`config.mk`:
```
export PLATFORM = sky130hd
export DESIGN_NAME = vc_val_rdy_rr_arbiter
export DESIGN_NICKNAME = d
export VERILOG_FILES = /design/src/rtl/vc_val_rdy_rr_arbiter.sv
export SDC_FILE = /design/constraint.sdc
export NUM_CORES = 1
export LEC_CHECK = 0
export ABC_CLOCK_PERIOD_IN_PS = 3540
export BUFFER_PORTS_ARGS = -buffer_cell sky130_fd_sc_hd__clkbuf_2
export CORE_MARGIN = 4
export CORE_UTILIZATION = 45
export CTS_CLUSTER_DIAMETER = 50
export CTS_CLUSTER_SIZE = 30
export DETAILED_ROUTE_END_ITERATION = 16
export GPL_TIMING_DRIVEN = 0
export PLACE_DENSITY_LB_ADDON = 0.12
export SETUP_SLACK_MARGIN = 0.05
export SYNTH_ARGS = -nofsm -noshare
export SYNTH_HDL_FRONTEND = slang
export SYNTH_SLANG_ARGS = --single-unit
```
`constraint.sdc`:
```
create_clock -name clk -period 3.54 [get_ports clk]
set_input_delay 0.177 -clock clk [delete_from_list [all_inputs] [get_ports clk]]
set_output_delay 0.177 -clock clk [all_outputs]
set_load 0.1 [all_outputs]
```
`src/rtl/vc_val_rdy_rr_arbiter.sv`:
```
// Round-robin merge of p_num_reqs val/rdy streams into one registered val/rdy
// output. Each buffered message carries the index of the requester it came from.
module vc_val_rdy_rr_arbiter #(
    parameter int p_num_reqs = 4,
    parameter int p_msg_sz   = 8,
    parameter int p_src_sz   = 2
) (
    input  logic                           clk,
    input  logic                           reset,
    input  logic [p_num_reqs-1:0]          in_val,
    output logic [p_num_reqs-1:0]          in_rdy,
    input  logic [p_num_reqs*p_msg_sz-1:0] in_msg,
    output logic                           out_val,
    input  logic                           out_rdy,
    output logic [p_msg_sz-1:0]            out_msg,
    output logic [p_src_sz-1:0]            out_src,
    output logic [15:0]                    count
);

    typedef enum logic {EMPTY = 1'b0, FULL = 1'b1} state_t;

    state_t                  r_state;
    logic [p_msg_sz-1:0]     r_msg;
    logic [p_src_sz-1:0]     r_src;
    logic [p_src_sz-1:0]     r_prio;
    logic [15:0]             r_count;

    logic                    w_acc;
    logic                    w_found;
    logic [p_num_reqs-1:0]   w_gnt;
    logic [p_src_sz-1:0]     w_idx;
    logic [p_src_sz-1:0]     w_prio_nxt;
    logic [p_msg_sz-1:0]     w_msg;

    // The register can take a new message when empty or when it drains this cycle.
    assign w_acc = (r_state == EMPTY) || out_rdy;

    // Search prio..N-1 first, then 0..prio-1, so the scan wraps from prio.
    always_comb begin
        w_gnt   = '0;
        w_found = 1'b0;
        w_idx   = '0;
        w_msg   = '0;
        if (w_acc && reset) begin
            for (int i = 0; i < p_num_reqs; i++) begin
                if (!w_found && i >= int'(r_prio) && in_val[i]) begin
                    w_found  = 1'b1;
                    w_gnt[i] = 1'b1;
                    w_idx    = p_src_sz'(i);
                    w_msg    = in_msg[i*p_msg_sz +: p_msg_sz];
                end
            end
            for (int i = 0; i < p_num_reqs; i++) begin
                if (!w_found && i < int'(r_prio) && in_val[i]) begin
                    w_found  = 1'b1;
                    w_gnt[i] = 1'b1;
                    w_idx    = p_src_sz'(i);
                    w_msg    = in_msg[i*p_msg_sz +: p_msg_sz];
                end
            end
        end
    end

    assign w_prio_nxt = (int'(w_idx) == p_num_reqs - 1) ? '0 : w_idx + 1'b1;

    always_ff @(posedge clk or negedge reset) begin
        if (!reset) begin
            r_state <= EMPTY;
            r_msg   <= '0;
            r_src   <= '0;
            r_prio  <= '0;
            r_count <= '0;
        end else if (w_found) begin
            r_state <= FULL;
            r_msg   <= w_msg;
            r_src   <= w_idx;
            r_prio  <= w_prio_nxt;
            r_count <= r_count + 16'd1;
        end else if (out_rdy) begin
            r_state <= EMPTY;
        end
    end

    assign in_rdy  = w_gnt;
    assign out_val = (r_state == FULL);
    assign out_msg = r_msg;
    assign out_src = r_src;
    assign count   = r_count;

endmodule

```
==> results.sh, run 1 <==
export IMPL_maxSlewViolCount=0
export IMPL_via_count=1977
export IMPL_drc=0
export IMPL_grt_pass1_vias=1758
export IMPL_first_pass_iters=4
export IMPL_hp_class="input port to asynchronous set/reset pin"
export IMPL_cp_start_kind="flip-flop"
export IMPL_rows=23
export IMPL_wl_per_cell_um=16.8
export IMPL_ant_nets=0
export IMPL_grt_max_degree=34
export IMPL_multi_input_area_um2=1070
export IMPL_critPathKind="flip-flop to output pin"
export IMPL_worst_pin_slew_ns=0.806
export IMPL_cts_resized_gates=0
export IMPL_crit_arrival_ns=2.28
export IMPL_grt_use_met2=0.324
export IMPL_syn_area_per_cell_um2=9.20
export IMPL_yosysWarnings=0
export IMPL_synth_area_um2=1890
export IMPL_cp_slowest_cell="dfrtp_1"
export IMPL_preCtsSetupSlack_ns=1.30
export IMPL_met1_usage=0.296
export IMPL_clock_latency_ns=0.28
export IMPL_wl_um=5590
export IMPL_cts_buffers=5
export IMPL_crit_chain="o21bai_1 > a2bb2oi_1 > nand3b_1 > a21oi_1 > clkbuf_2"
export IMPL_syn_nets=245
export IMPL_grt_pass1_wl_um=8690
export IMPL_r2r_end="out_msg[1]"
export IMPL_antenna_found_initial=0
export IMPL_worstReg2RegStart="r_prio[0]"
export IMPL_die_x_um=72.8
export IMPL_crit_fanout=9
export IMPL_path_clk_slew_ns=0.06
export IMPL_synth_seq_cells=29
export IMPL_period_needed_ns=2.46
export IMPL_peakVddDrop_v=0.000440
export IMPL_busiest_layer="met2"
export IMPL_dieArea_um2=5290
export IMPL_crit_required_ns=3.36
export IMPL_path_buf_inv=1
export IMPL_tns_ns=0
export IMPL_ys_seq_area_frac=0.385
export IMPL_p_per_area_nw_per_um2=742
export IMPL_hold_ws_ns=-0.0239
export IMPL_fillCellCount=375
export IMPL_fin_ws_ns=1.08
export IMPL_cpLargestDelayFamily="compound AO/OA/AOI/OAI gates"
export IMPL_nNetsFinal=321
export IMPL_hold_viol=29
export IMPL_slowest_delay_ns=0.50
export IMPL_h_tree_depth=2
export IMPL_antenna_cells=0
export IMPL_r2r_setup_slack_ns=1.51
export IMPL_io_pins=70
export IMPL_async_reset_ff_frac=1.00
export IMPL_drive_gt1_frac=0.337
export IMPL_synthFlopType="dfrtp_1"
export IMPL_synth_edf_count=0
export IMPL_synth_distinct_cells=46
export IMPL_grt_overflow_total=0
export IMPL_violations="negative hold slack"
export IMPL_worst_r2r_cell_count=6
export IMPL_globalplace_congestion=0.963
export IMPL_clockBufferDepth=2
export IMPL_syn_inst=205
export IMPL_use_met3=0.0468
export IMPL_design_core_area_um2=4030
export IMPL_globalRouteTotalUtil=0.210
export IMPL_setup_violations=0
export IMPL_status="complete, but fails checks"
export IMPL_mostFrequentLayoutCells="clkbuf_2 (69), nand2_1 (29), dfrtp_1 (29)"
export IMPL_clock_sinks=29
export IMPL_start_util=0.468
export IMPL_timing_final_crit_share=0.694
export IMPL_power_leakage_nw=1.08
export IMPL_final_cell_area_um2=2380
export IMPL_relSlewSlack=0.463
export IMPL_hpwl_um=4060
export IMPL_drt_iter0_drc=118
export IMPL_vias_per_cell=5.95
export IMPL_die_y_um=72.8
export IMPL_tritoncts="yes"
export IMPL_layout_commonest_cell="clkbuf_2"
export IMPL_rsz0062_at_grt="false"
export IMPL_drv_cap=0
export IMPL_io_buffer_count=69
export IMPL_cts_hold_buf=0
export IMPL_fmax_ghz=0.407
export IMPL_fin_skew_ns=0.00981
export IMPL_seqCellArea_um2=726
export IMPL_ctsRootBufferMaster="clkbuf_8"
export IMPL_cts_setup_buffers=0
export IMPL_end_kind="output pin"
export IMPL_area_growth_pct=26.0
export IMPL_place_area_um2=2290
cells in the mapped netlist (3+ instances only):
master | instances | area share
dfrtp_1 | 29 | 0.38
nand2_1 | 29 | 0.058
o221ai_1 | 16 | 0.074
nand3_1 | 14 | 0.037
xnor2_1 | 14 | 0.065
a21oi_1 | 12 | 0.032
a2111oi_0 | 8 | 0.037
a32oi_1 | 8 | 0.037
clkbuf_1 | 6 | 0.012
nor3b_1 | 6 | 0.024
and3_1 | 4 | 0.013
and4_1 | 4 | 0.019
nand4_1 | 4 | 0.013
nor2_1 | 4 | 0.0080
o21ai_0 | 4 | 0.011
buf_2 | 3 | 0.0080
inv_1 | 3 | 0.0060
o21a_1 | 3 | 0.012
through the flow:
| stage | hold WS (ns) | instances | power [mW] | util |
|---|---|---|---|---|
| after floorplan | -0.119 | 205 | 1.30 | - |
| after global placement | 0.300 | 324 | 1.50 | 0.570 |
| after detailed placement | 0.302 | 324 | 1.50 | 0.570 |
| after CTS | 0.00184 | 332 | 1.77 | 0.590 |
| after global routing | 0.0405 | 332 | 1.84 | 0.590 |
| final | -0.0239 | 332 | 1.76 | 0.590 |
final cells by class:
type | instances | share of cell area
tap | 50 | 0.0263
buffer | 13 | 0.0316
multi-input combinational | 159 | 0.451
timing repair buffer | 69 | 0.145
clock inverter | 2 | 0.00421
clock buffer | 6 | 0.0305
inverter | 4 | 0.00632
sequential | 29 | 0.305
worst max-delay path by stage:
| stage | startpoint | endpoint | depth (start not counted) |
|---|---|---|---|
| after floorplan | out_val | in_rdy[0] | 3 |
| after global placement | in_val[1] | in_rdy[2] | 8 |
| after detailed placement | in_val[1] | in_rdy[2] | 8 |
| after CTS | r_prio[1] | in_rdy[0] | 5 |
| after global routing | r_prio[1] | in_rdy[0] | 5 |
| final | r_prio[1] | in_rdy[0] | 5 |
power breakdown:
part / total (mW) / internal, mW / switching (mW)
Sequential: 0.497 / 0.412 / 0.0846
Clock: 0.261 / 0.136 / 0.125
Combinational: 1.01 / 0.192 / 0.813
flip-flops by register name (all words and copies together), names as in the netlist:
name / cells
out_msg: 8
count: 16
r_prio: 2
out_src: 2
out_val: 1
layer usage:
metal,routed length [µm],part of all wire
met2,2590,0.46
met1,2450,0.44
met3,491,0.088
met5,0,0
met4,54,0.0097
cell families (layout without fill, tap and decap cells):
logic type,Yosys count,in the layout,synth area share
and+or+nand+nor,82,82,0.244
AOI/OAI and AO/OA,61,61,0.247
DFF,29,29,0.385
buffers and inverters,17,94,0.0477
xor gates and xnor gates,15,15,0.0696
adders and majority gates,1,1,0.00663
Power figures use the tool's default switching activity.
==> run 2: changes to the inputs <==
--- a/config.mk
+++ b/config.mk
@@ -5,7 +5,7 @@
 export SDC_FILE = /design/constraint.sdc
 export NUM_CORES = 1
 export LEC_CHECK = 0
-export ABC_CLOCK_PERIOD_IN_PS = 3540
+export ABC_CLOCK_PERIOD_IN_PS = 2000
 export BUFFER_PORTS_ARGS = -buffer_cell sky130_fd_sc_hd__clkbuf_2
 export CORE_MARGIN = 4
 export CORE_UTILIZATION = 45
==> constraint.sdc (replaced) <==
create_clock -name clk -period 2 [get_ports clk]
set_input_delay 0.1 -clock clk [delete_from_list [all_inputs] [get_ports clk]]
set_output_delay 0.1 -clock clk [all_outputs]
set_load 0.1 [all_outputs]
==> run 2 against run 1 <==
Against the previous run: the run now ends clean; via count up 1.5%; critical endpoint is now in_rdy[2]; register-to-register slack worse by 1.4 ns; clock power up 87%; final area up 7.5%; worst hold slack better by 0.16 ns; combinational power up 90%; first-iteration DRC count up 36%; flip-flop and latch count unchanged; routed wire length up 6.3%; sequential power up 78%.
==> results.sh, run 2 (synthesis gave the netlist of run 1 again) <==
export IMPL_globalRouteTotalUtil=0.232
export IMPL_vias_per_cell=5.96
export IMPL_hp_class="input port to flip-flop"
export IMPL_design_core_area_um2=4030
export IMPL_wl_per_cell_um=17.6
export IMPL_clockBufferDepth=2
export IMPL_power_leakage_nw=1.13
export IMPL_instances_no_fill=337
export IMPL_ctsRootBufferMaster="clkbuf_8"
export IMPL_grt_pass1_wl_um=9500
export IMPL_path_clk_slew_ns=0.07
export IMPL_fin_skew_ns=0.00946
export IMPL_peakVddDrop_v=0.000841
export IMPL_crit_arrival_ns=1.76
export IMPL_area_growth_pct=35.4
export IMPL_clock_sinks=29
export IMPL_end_kind="output pin"
export IMPL_hold_ws_ns=0.137
export IMPL_seqPwrFrac=0.269
export IMPL_globalplace_congestion=0.914
export IMPL_io_buffer_count=69
export IMPL_p_int_mw=1.40
export IMPL_p_per_area_nw_per_um2=1290
export IMPL_crit_required_ns=1.90
export IMPL_grt_pass1_vias=1973
export IMPL_dp_cells=324
export IMPL_fillCellCount=361
export IMPL_start_util=0.468
export IMPL_grt_overflow_total=0
export IMPL_critPathKind="flip-flop to output pin"
export IMPL_combPwrFrac=0.583
export IMPL_total_power_mw=3.29
export IMPL_setup_violations=0
export IMPL_layout_commonest_cell="clkbuf_2"
export IMPL_period_needed_ns=1.86
export IMPL_antenna_cells=0
export IMPL_hpwl_um=4050
export IMPL_clock_latency_ns=0.29
export IMPL_final_core_util=0.634
export IMPL_clockPowerShare=0.149
export IMPL_maxSlewViolCount=0
export IMPL_grt_max_degree=30
export IMPL_mostFrequentLayoutCells="clkbuf_2 (66), nand2_1 (29), dfrtp_1 (21)"
export IMPL_drc=0
export IMPL_first_pass_iters=4
export IMPL_tns_ns=0
export IMPL_rsz0062_at_grt="true"
export IMPL_relSlewSlack=0.531
export IMPL_tritoncts="yes"
export IMPL_nNetsFinal=326
export IMPL_drv_cap=0
export IMPL_via_count=2007
export IMPL_swShare=0.573
export IMPL_rows=23
export IMPL_dieArea_um2=5290
export IMPL_hold_viol=0
export IMPL_fmax_ghz=0.537
export IMPL_die_y_um=72.8
export IMPL_wl_um=5940
export IMPL_antenna_found_initial=0
export IMPL_worst_pin_slew_ns=0.702
export IMPL_ant_nets=0
export IMPL_timing_final_crit_share=0.931
export IMPL_cts_buffers=5
export IMPL_crit_fanout=10
export IMPL_p_sw_mw=1.89
export IMPL_h_tree_depth=2
export IMPL_io_pins=70
export IMPL_die_x_um=72.8
export IMPL_drive_gt1_frac=0.422
export IMPL_status="finished, final reports clean"
export IMPL_cp_start_kind="flip-flop"
export IMPL_drt_iter0_drc=160
export IMPL_largest_reg_flops=16
[run 2: cell types whose count changed in the layout (fill, tap and decap cells not counted), sizes merged]
cell	change
buf	+9
clkbuf	-6
clkinvlp	+1
dlygate4sd3	+1
[run 2: per-layer routing]
metal	wire, µm	vias up	global-route usage
li1	-	956	-
met1	2490	957	0.291
met2	2940	88	0.390
met3	461	6	0.0537
met4	54	0	0.0840
met5	0	-	0
[run 2: power groups by stage]
stage               combinational [mW]  clock (mW)  sequential, mW
finish                            1.92       0.489           0.884
CTS                               1.85       0.493           0.883
global placement                  1.77           0           0.891
global route                      2.01       0.519           0.909
floorplan                        0.502           0            1.82
detailed placement                1.78           0           0.894
[run 2: area by class of cell]
class	count	area, µm²	area share
multi-input combinational	159	1140	0.446
sequential	29	736	0.288
timing repair buffer	76	444	0.174
buffer	11	72.6	0.0284
clock buffer	5	68.8	0.0269
tap	50	62.6	0.0245
clock inverter	3	17.5	0.00686
inverter	4	15.0	0.00588
[run 2: metrics by stage]
step / setup WS [ns] / cell area, µm²
2_1_floorplan: -0.152 / 1910
3_3_place_gp: -0.0935 / 2310
3_5_place_dp: -0.0906 / 2310
4_1_cts: 0.0740 / 2500
5_1_grt: 0.0321 / 2550
6_report: 0.137 / 2550
[run 2: path summary, 6_finish.rpt]
kind                                  from         end  slack (ns)  cells after the start
worst max-delay path             r_prio[0]   in_rdy[2]        0.14                      7
worst min-delay path            in_msg[24]  out_msg[0]        0.14                      3
worst max register to register   r_prio[0]  out_msg[4]        0.16                      7
worst min register to register   count[15]   count[15]        0.47                      1
max in group asynchronous            reset    count[6]        1.44                      3
min in group asynchronous            reset  out_msg[2]        0.39                      3
[run 2: what timing repair did]
item,4_1_cts,5_1_grt
buffers inserted,4,1
endpoints found under the hold margin,29,0
endpoints found under the setup margin,5,12
pin swaps,2,3
gates resized for setup,10,20
hold buffers,2,0
[run 2: critical path, stage by stage, from the launching register on]
cell and delay [ns]:
dfrtp_2 0.40, and2b_1 0.19, buf_6 0.14, o21a_4 0.21, nor2_4 0.10, nor2_1 0.06, nor2_2 0.14, clkbuf_16 0.23
==> run 3: changes to the inputs <==
--- a/config.mk
+++ b/config.mk
@@ -14,6 +14,7 @@
 export DETAILED_ROUTE_END_ITERATION = 16
 export GPL_TIMING_DRIVEN = 0
 export PLACE_DENSITY_LB_ADDON = 0.12
+export REMOVE_ABC_BUFFERS = 1
 export SETUP_SLACK_MARGIN = 0.05
 export SYNTH_ARGS = -nofsm -noshare
 export SYNTH_HDL_FRONTEND = slang
==> run 3 against run 2 <==
Against the previous run: flip-flop and latch count unchanged; clock power down 4.5%; critical path depth decreased by 2; total power is 2.5% lower; core utilization decreased by 3.2 points; fmax decreased by 3.5%; critical path type unchanged; worst hold slack gained 0.013 ns; global-route usage decreased by 2.3 points; critical endpoint is now in_rdy[0]; sequential power about the same; worst setup slack lost 0.068 ns.
==> results.sh, run 3 (synthesis gave the netlist of run 1 again) <==
export IMPL_status="finished, final reports clean"
export IMPL_mostFrequentLayoutCells="clkbuf_2 (66), nand2_1 (29), dfrtp_1 (27)"
export IMPL_wl_um=5520
export IMPL_hold_viol=0
export IMPL_start_util=0.468
export IMPL_h_tree_depth=2
export IMPL_hp_class="input port to flip-flop"
export IMPL_io_pins=70
export IMPL_grt_pass1_wl_um=8540
export IMPL_wl_met2_um=2610
export IMPL_antenna_cells=0
export IMPL_fin_skew_ns=0.00778
export IMPL_wl_met1_um=2470
export IMPL_clock_latency_ns=0.28
export IMPL_maxSlewViolCount=0
export IMPL_dp_cells=311
export IMPL_rows=23
export IMPL_peakVddDrop_v=0.000591
export IMPL_dr_max_layer_used="met4"
export IMPL_wl_met3_um=374
export IMPL_drt_iter0_drc=165
export IMPL_fmax_ghz=0.518
export IMPL_ant_nets=0
export IMPL_wl_per_cell_um=16.8
export IMPL_critPathKind="flip-flop to output pin"
export IMPL_drc=0
export IMPL_path_clk_slew_ns=0.06
export IMPL_antenna_found_initial=0
export IMPL_grt_max_degree=30
export IMPL_rsz0062_at_grt="true"
export IMPL_die_y_um=72.8
export IMPL_r2r_setup_slack_ns=0.12
export IMPL_hold_ws_ns=0.150
export IMPL_crit_fanout=10
export IMPL_clockBufferDepth=2
export IMPL_vias_per_cell=5.82
export IMPL_cp_start_kind="flip-flop"
export IMPL_globalplace_congestion=0.878
export IMPL_cts_buffers=5
export IMPL_grt_pass1_vias=1784
export IMPL_worst_pin_slew_ns=0.801
export IMPL_via_count=1908
export IMPL_first_pass_iters=4
export IMPL_drv_cap=0
export IMPL_final_core_util=0.602
export IMPL_die_x_um=72.8
export IMPL_power_leakage_nw=1.09
export IMPL_timing_final_crit_share=0.965
export IMPL_end_kind="output pin"
export IMPL_design_core_area_um2=4030
export IMPL_globalRouteTotalUtil=0.209
export IMPL_hpwl_um=3830
export IMPL_grt_overflow_total=0
export IMPL_crit_arrival_ns=1.83
export IMPL_tritoncts="yes"
export IMPL_io_buffer_count=69
export IMPL_ctsRootBufferMaster="clkbuf_8"
export IMPL_p_per_area_nw_per_um2=1320
export IMPL_clock_sinks=29
export IMPL_setup_violations=0
export IMPL_instances_no_fill=328
export IMPL_fin_ws_ns=0.0698
export IMPL_nNetsFinal=317
export IMPL_crit_required_ns=1.90
export IMPL_total_power_mw=3.20
export IMPL_largest_reg_flops=16
export IMPL_layout_commonest_cell="clkbuf_2"
export IMPL_drive_gt1_frac=0.356
export IMPL_dieArea_um2=5290
export IMPL_period_needed_ns=1.93
export IMPL_relSlewSlack=0.465
export IMPL_preCtsSetupSlack_ns=-0.238
export IMPL_area_growth_pct=28.6
==> run 3: cell types whose count changed in the layout (fill, tap and decap cells not counted), moves of 2 or more <==
cell,delta
dfrtp_1,+6
dfrtp_2,-6
buf_6,-4
a2111oi_0,+3
a2111oi_2,-3
buf_2,-3
nor2_1,+3
nor2_2,-3
clkbuf_1,-2
clkbuf_4,+2
==> run 3: report_power, final <==
part,internal [mW],leakage [nW],switching (mW)
Sequential,0.732,0.372,0.154
Clock,0.240,0.0450,0.226
Combinational,0.394,0.675,1.46
Total,1.37,1.09,1.84
==> run 3: cell type report <==
cell class,instances,area (µm²)
Multi-Input combinational cell,159,1100
Timing Repair Buffer,78,442
Clock buffer,6,72.6
Clock inverter,2,10.0
Tap cell,50,62.6
Inverter,4,15.0
Sequential cell,29,728
Fill cell,380,1600
==> run 3: final timing paths <==
path | start | to | cells after the start
max | r_prio[1] | in_rdy[0] | 5
min | in_msg[28] | out_msg[4] | 3
max in group asynchronous | reset | r_prio[1] | 3
max reg2reg | r_prio[0] | out_msg[0] | 5
min in group asynchronous | reset | count[14] | 3
min reg2reg | count[15] | count[15] | 1
==> run 3: repair_timing <==
item / 4_1_cts / 5_1_grt
setup endpoints to repair: 11 / 10
hold endpoints to repair: 29 / 0
hold buffers: 2 / 0
gates resized for setup: 8 / 6
setup buffers: 1 / 6
pin swaps: 0 / 0
==> run 3: stage by stage <==
step	TNS (ns)	instance area, µm²
finish	0	2430
global route	-0.0624	2430
CTS	0	2360
detailed placement	-1.65	2220
global placement	-1.48	2220
floorplan	-3.05	1810
==> run 3: critical path, cell delays in order, from the launching register on <==
cell and delay, ns:
dfrtp_2 0.48, o21bai_1 0.21, a2bb2oi_1 0.29, nand3b_1 0.20
a21oi_1 0.09, clkbuf_4 0.28
==> run 3: routing by layer <==
| metal | global-route usage | up-vias |
|---|---|---|
| li1 | - | 932 |
| met1 | 0.291 | 898 |
| met2 | 0.318 | 72 |
| met3 | 0.0537 | 6 |
| met4 | 0.0656 | 0 |
| met5 | 0 | - |
